<file path="src/rtl/return_stack.sv">
// Registered call/return stack with full/empty status, sticky overflow/underflow flags and replace-top.
// Optional RSTACK_WRAP_EN: a push on full overwrites the oldest entry instead of being dropped.
module return_stack #(
    parameter int DEPTH  = 8,
    parameter int DATA_W = 8,
    parameter int PTR_W  = $clog2(DEPTH),
    parameter int CNT_W  = $clog2(DEPTH + 1)
) (
    input  logic              clk,
    input  logic              reset,
    input  logic              push,
    input  logic              pop,
    input  logic [DATA_W-1:0] push_data,
    input  logic              err_clear,
    output logic [DATA_W-1:0] top_data,
    output logic [CNT_W-1:0]  count,
    output logic              empty,
    output logic              full,
    output logic              overflow,
    output logic              underflow
);

    logic [DATA_W-1:0] mem [DEPTH];
    logic [PTR_W-1:0]  wr_idx;
    logic [PTR_W-1:0]  top_idx;
    logic [CNT_W-1:0]  cnt;

    logic              wr_en;
    logic [PTR_W-1:0]  wr_addr;
    logic [PTR_W-1:0]  wr_idx_nxt;
    logic [CNT_W-1:0]  cnt_nxt;
    logic              ovf_set;
    logic              udf_set;
    logic              push_eff;
    logic              pop_eff;
    logic              replace;

    assign top_idx  = wr_idx - PTR_W'(1);
    assign empty    = (cnt == CNT_W'(0));
    assign full     = (cnt == CNT_W'(DEPTH));
    assign count    = cnt;
    assign top_data = empty ? DATA_W'(0) : mem[top_idx];

    // A pop on an empty stack is ignored when paired with a push, so that pair acts as a plain push.
    assign push_eff = push & (~pop | empty);
    assign pop_eff  = pop & ~push;
    assign replace  = push & pop & ~empty;

    // Decode the per-edge operation into storage write, pointer/count update and error events.
    always_comb begin
        wr_en      = 1'b0;
        wr_addr    = wr_idx;
        wr_idx_nxt = wr_idx;
        cnt_nxt    = cnt;
        ovf_set    = 1'b0;
        udf_set    = 1'b0;
        if (push_eff) begin
            if (!full) begin
                wr_en      = 1'b1;
                wr_idx_nxt = wr_idx + PTR_W'(1);
                cnt_nxt    = cnt + CNT_W'(1);
            end else begin
                ovf_set = 1'b1;
`ifdef RSTACK_WRAP_EN
                wr_en      = 1'b1;
                wr_idx_nxt = wr_idx + PTR_W'(1);
`else
                wr_en      = 1'b0;
`endif
            end
        end else if (pop_eff) begin
            if (!empty) begin
                wr_idx_nxt = wr_idx - PTR_W'(1);
                cnt_nxt    = cnt - CNT_W'(1);
            end else begin
                udf_set = 1'b1;
            end
        end else if (replace) begin
            wr_en   = 1'b1;
            wr_addr = top_idx;
        end else begin
            wr_en = 1'b0;
        end
    end

    // Pointer, occupancy and sticky error flags; an error event outranks err_clear.
    always_ff @(posedge clk or posedge reset) begin
        if (reset) begin
            wr_idx    <= PTR_W'(0);
            cnt       <= CNT_W'(0);
            overflow  <= 1'b0;
            underflow <= 1'b0;
        end else begin
            wr_idx    <= wr_idx_nxt;
            cnt       <= cnt_nxt;
            overflow  <= ovf_set | (overflow & ~err_clear);
            underflow <= udf_set | (underflow & ~err_clear);
        end
    end

    // Storage array; contents intentionally survive reset.
    always_ff @(posedge clk) begin
        if (wr_en) begin
            mem[wr_addr] <= push_data;
        end
    end

endmodule

</file>
<file path="config.mk">
export PLATFORM = sky130hd
export DESIGN_NAME = return_stack
export DESIGN_NICKNAME = d
export VERILOG_FILES = /design/src/rtl/return_stack.sv
export SDC_FILE = /design/constraint.sdc
export NUM_CORES = 1
export LEC_CHECK = 0
export ABC_AREA = 0
export CAP_MARGIN = 5
export CORE_MARGIN = 3
export CORE_UTILIZATION = 51
export CTS_BUF_LIST = sky130_fd_sc_hd__clkbuf_16
export DETAILED_ROUTE_END_ITERATION = 10
export GPL_TIMING_DRIVEN = 0
export PLACE_DENSITY = 0.75
export SYNTH_ARGS = -nofsm -noshare
export SYNTH_HDL_FRONTEND = slang
export SYNTH_SLANG_ARGS = --single-unit
</file>
<file path="constraint.sdc">
create_clock -name clk -period 2.5 [get_ports clk]
set_clock_uncertainty 0.1 [all_clocks]
set_input_delay 0.375 -clock clk [delete_from_list [all_inputs] [get_ports clk]]
set_output_delay 0.375 -clock clk [all_outputs]
set_load 0.02 [all_outputs]
</file>
==> impl_metrics.sql <==
INSERT INTO impl_metrics (metric_group, metric, value, unit) VALUES
('detailed_routing', 'vias', '2077', ''),
('final_layout', 'synthToLayoutAreaGrowth', '26.7', '%'),
('synthesis', 'yosysTopAreaCellShare', '58.2', '%'),
('timing', 'setup-violations-final', '0', ''),
('final_layout', 'final_common_cell', 'edfxtp_1', ''),
('synthesis', 'synth-warning-count', '0', ''),
('timing', 'slew_headroom', '60.0', '%'),
('final_layout', 'share_of_post_route_cells_with_drive_strength_above_1', '33.1', '%'),
('detailed_routing', 'post_drt_via_cell_ratio', '6.04', ''),
('worst_setup_path', 'timing.reg2reg.worst_path_depth', '5', ''),
('placement', 'numPortBuffers', '27', ''),
('detailed_routing', 'drt-wirelength-per-cell', '21.0', 'um'),
('worst_hold_path', 'hold_path.class', 'in2async', ''),
('timing', 'timing.final.hold_violations', '0', ''),
('worst_setup_path', 'required', '2.42', 'ns'),
('synthesis', 'synth_top_cells_by_area', 'edfxtp_1 (58%), mux4_2 (11%), dfrtp_1 (6.8%), nand2_1 (2.4%), a21oi_1 (1.7%)', ''),
('grt', 'grt_pass1_vias', '2028', ''),
('detailed_routing', 'drt_first_pass_iters', '5', ''),
('grt', 'grt_max_degree', '14', ''),
('status', 'status', 'complete, no violations', ''),
('worst_setup_path', 'critPathMaxFanout', '10', ''),
('final_layout', 'antenna_cells_inserted', '0', ''),
('clock_tree', 'cts_sinks', '73', ''),
('final_layout', 'finalInstanceArea', '4190', 'um2'),
('grt', 'gr-total-overflow', '0', ''),
('placement', 'placement.cell_area', '3680', 'um2'),
('clock_tree', 'root_buffer_master', 'clkbuf_16', ''),
('grt', 'antenna_found_initial', '0', ''),
('clock_tree', 'htreeDepth', '3', ''),
('synthesis', 'synth_largest_area_cell', 'edfxtp_1', ''),
('worst_setup_path', 'launching_point_of_the_worst_reg2reg_path', 'count[0]$_DFFE_PP0P_', ''),
('clock_tree', 'clk_path_buf_depth', '2', ''),
('timing', 'rsz0062_at_grt', 'yes', ''),
('timing', 'max_freq', '404', 'MHz'),
('synthesis', 'synthDistinctLibCells', '47', ''),
('timing', 'worst_pin_slew', '0.597', 'ns'),
('placement', 'gp_congestion', '0.785', ''),
('final_layout', 'layout.cells.most_common_list', 'edfxtp_1 (64), nand2_1 (19), clkdlybuf4s50_1 (17)', ''),
('detailed_routing', 'detail_route.iter0.violations', '277', ''),
('synthesis', 'seq_cells_post_synth', '73', ''),
('pwr', 'ir_worst_vdd', '0.000816', 'V'),
('placement', 'dp_hpwl', '4190', 'um'),
('synthesis', 'postSynth.topFlopCell', 'edfxtp_1', ''),
('detailed_routing', 'drcViolationCount', '0', ''),
('final_layout', 'postLayoutCoreUtil', '68.7', '%'),
('synthesis', 'post_synth_instance_area', '3300', 'um2'),
('die', 'dieArea', '7480', 'um2'),
('job', 'cap_violations', '0', ''),
('synthesis', 'ys_seq_area_share', '65.0', '%'),
('worst_setup_path', 'r2r_setup_slack', '0.03', 'ns'),
('synthesis', 'post_syn_instances', '219', ''),
('grt', 'grt.total_usage', '20.9', '%'),
('worst_setup_path', 'worst_ep_arrival_time', '2.39', 'ns'),
('pwr', 'power.static_leakage', '1.47', 'nW'),
('die', 'width_of_the_die', '86.5', 'um'),
('clock_tree', 'clkTransAtPathRegs', '0.06', 'ns'),
('synthesis', 'postSynth.asyncResetShare', '12.3', '%'),
('timing', 'layout_worst_path_cycle_share', '98.9', '%'),
('synthesis', 'synthesis.area_per_instance', '15.1', 'um2'),
('worst_setup_path', 'critPathKind', 'reg2reg', ''),
('worst_setup_path', 'critical_path.startpoint_type', 'flop', ''),
('timing', 'layout_min_cycle_time', '2.47', 'ns'),
('synthesis', 'postSynthNetCount', '236', ''),
('clock_tree', 'skew_pair_late_insertion_delay', '0.32', 'ns'),
('clock_tree', 'tritoncts', 'done', ''),
('timing', 'final_max_slew_viol_count', '0', ''),
('detailed_routing', 'ant_nets', '0', ''),
('die', 'initial_core_util', '54.2', '%'),
('die', 'top_level_ports', '29', ''),
('worst_setup_path', 'crit_path_end_kind', 'flop', ''),
('die', 'core', '6100', 'um2'),
('detailed_routing', 'wl', '7220', 'um'),
('final_layout', 'nNetsFinal', '281', ''),
('die', 'fp-row-count', '28', ''),
('pwr', 'cell_area_power_density', '1390', 'nW/um2'),
('clock_tree', 'numCtsBuffers', '9', ''),
('die', 'die_span_in_y', '86.5', 'um'),
('grt', 'global_route_wire_length_before_repair', '11300', 'um'),
('worst_setup_path', 'critical_path.reg2reg.endpoint', 'mem[1][6]$_DFFE_PP_', ''),
('synthesis', 'synth_edf_count', '64', '');
-- kinds of logic (layout without fill, tap and decap cells) --
| family | Yosys count | count (layout) | share of synthesized area [%] |
|---|---|---|---|
| AOI/OAI and AO/OA | 37 | 37 | 8.26 |
| adders and majority gates | 4 | 4 | 1.52 |
| DFF | 73 | 73 | 65.0 |
| buffers and inverters | 24 | 74 | 3.30 |
| xor gates and xnor gates | 4 | 4 | 1.06 |
| and+or+nand+nor | 59 | 59 | 9.05 |
| muxes | 18 | 18 | 11.8 |
-- sequential cells by signal, indices dropped and copies added, names as in the netlist --
signal and count:
wr_idx 3, overflow 1, underflow 1, count 4, mem 64
-- Yosys cell counts, drive strengths merged (4+ instances only) --
master / number
a21oi: 12
buf: 7
clkbuf: 6
dfrtp: 9
edfxtp: 64
ha: 4
inv: 10
mux4: 16
nand2: 21
nand2b: 4
nand3: 5
nor2: 12
o21ai: 5
xnor2: 4
-- where the power goes --
part | total (mW) | internal (mW) | switching (mW) | leakage (nW)
clock | 1.35 | 0.872 | 0.477 | 0.157
combinational | 2.81 | 1.28 | 1.53 | 0.628
sequential | 1.67 | 1.56 | 0.109 | 0.688
-- cell type report --
class	instances	area (um2)
Buffer	10	87.6
Sequential cell	73	2150
Fill cell	418	1910
Inverter	11	42.5
Tap cell	75	93.8
Timing Repair Buffer	37	335
Clock inverter	7	93.8
Multi-Input combinational cell	122	1160
Clock buffer	9	225
-- critical path: stages, from the launching register on --
cell and delay (ns):
dfrtp_1 0.41, buf_2 0.20, o41a_1 0.47, and4_1 0.23, a211oi_1 0.49, nor2_2 0.26
-- per-stage QoR --
step	hold WS, ns	setup slack, ns	instances	setup TNS (ns)	total power, mW
floorplan	0.103	-0.0858	219	-1.26	3.34
global placement	0.416	-0.964	321	-46.94	4.15
detailed placement	0.420	-0.945	321	-49.26	4.18
CTS	0.252	0.00516	341	0	5.65
global route	0.294	-0.0526	344	-0.685	6.13
finish	0.230	0.0265	344	0	5.82
-- what timing repair did --
action	4_1_cts	5_1_grt
buffers inserted	3	5
setup endpoints to repair	75	73
pin swaps	2	5
hold buffers	0	0
gates resized for setup	65	17
gates cloned	2	0
-- worst max-delay path by stage --
stage                           from                   to  slack, ns  depth (start not counted)
2_1_floorplan  wr_idx[0]$_DFFE_PP0P_  mem[6][0]$_DFFE_PP_      -0.09                          7
3_3_place_gp   wr_idx[0]$_DFFE_PP0P_          top_data[5]      -0.96                          8
3_5_place_dp   wr_idx[0]$_DFFE_PP0P_          top_data[5]      -0.95                          8
4_1_cts        wr_idx[0]$_DFFE_PP0P_  mem[5][6]$_DFFE_PP_      0.005                          7
5_1_grt         count[1]$_DFFE_PP0P_  mem[1][3]$_DFFE_PP_      -0.05                          5
6_report        count[0]$_DFFE_PP0P_  mem[1][6]$_DFFE_PP_       0.03                          5
-- layer usage --
metal	up-vias	global-route usage, %	wire length, um
met5	-	0	0
met4	0	12.2	114
met3	9	4.28	500
met2	94	28.1	3430
met1	1025	31.6	3170
li1	949	-	-
No activity file was read; power rests on OpenSTA's default activity.
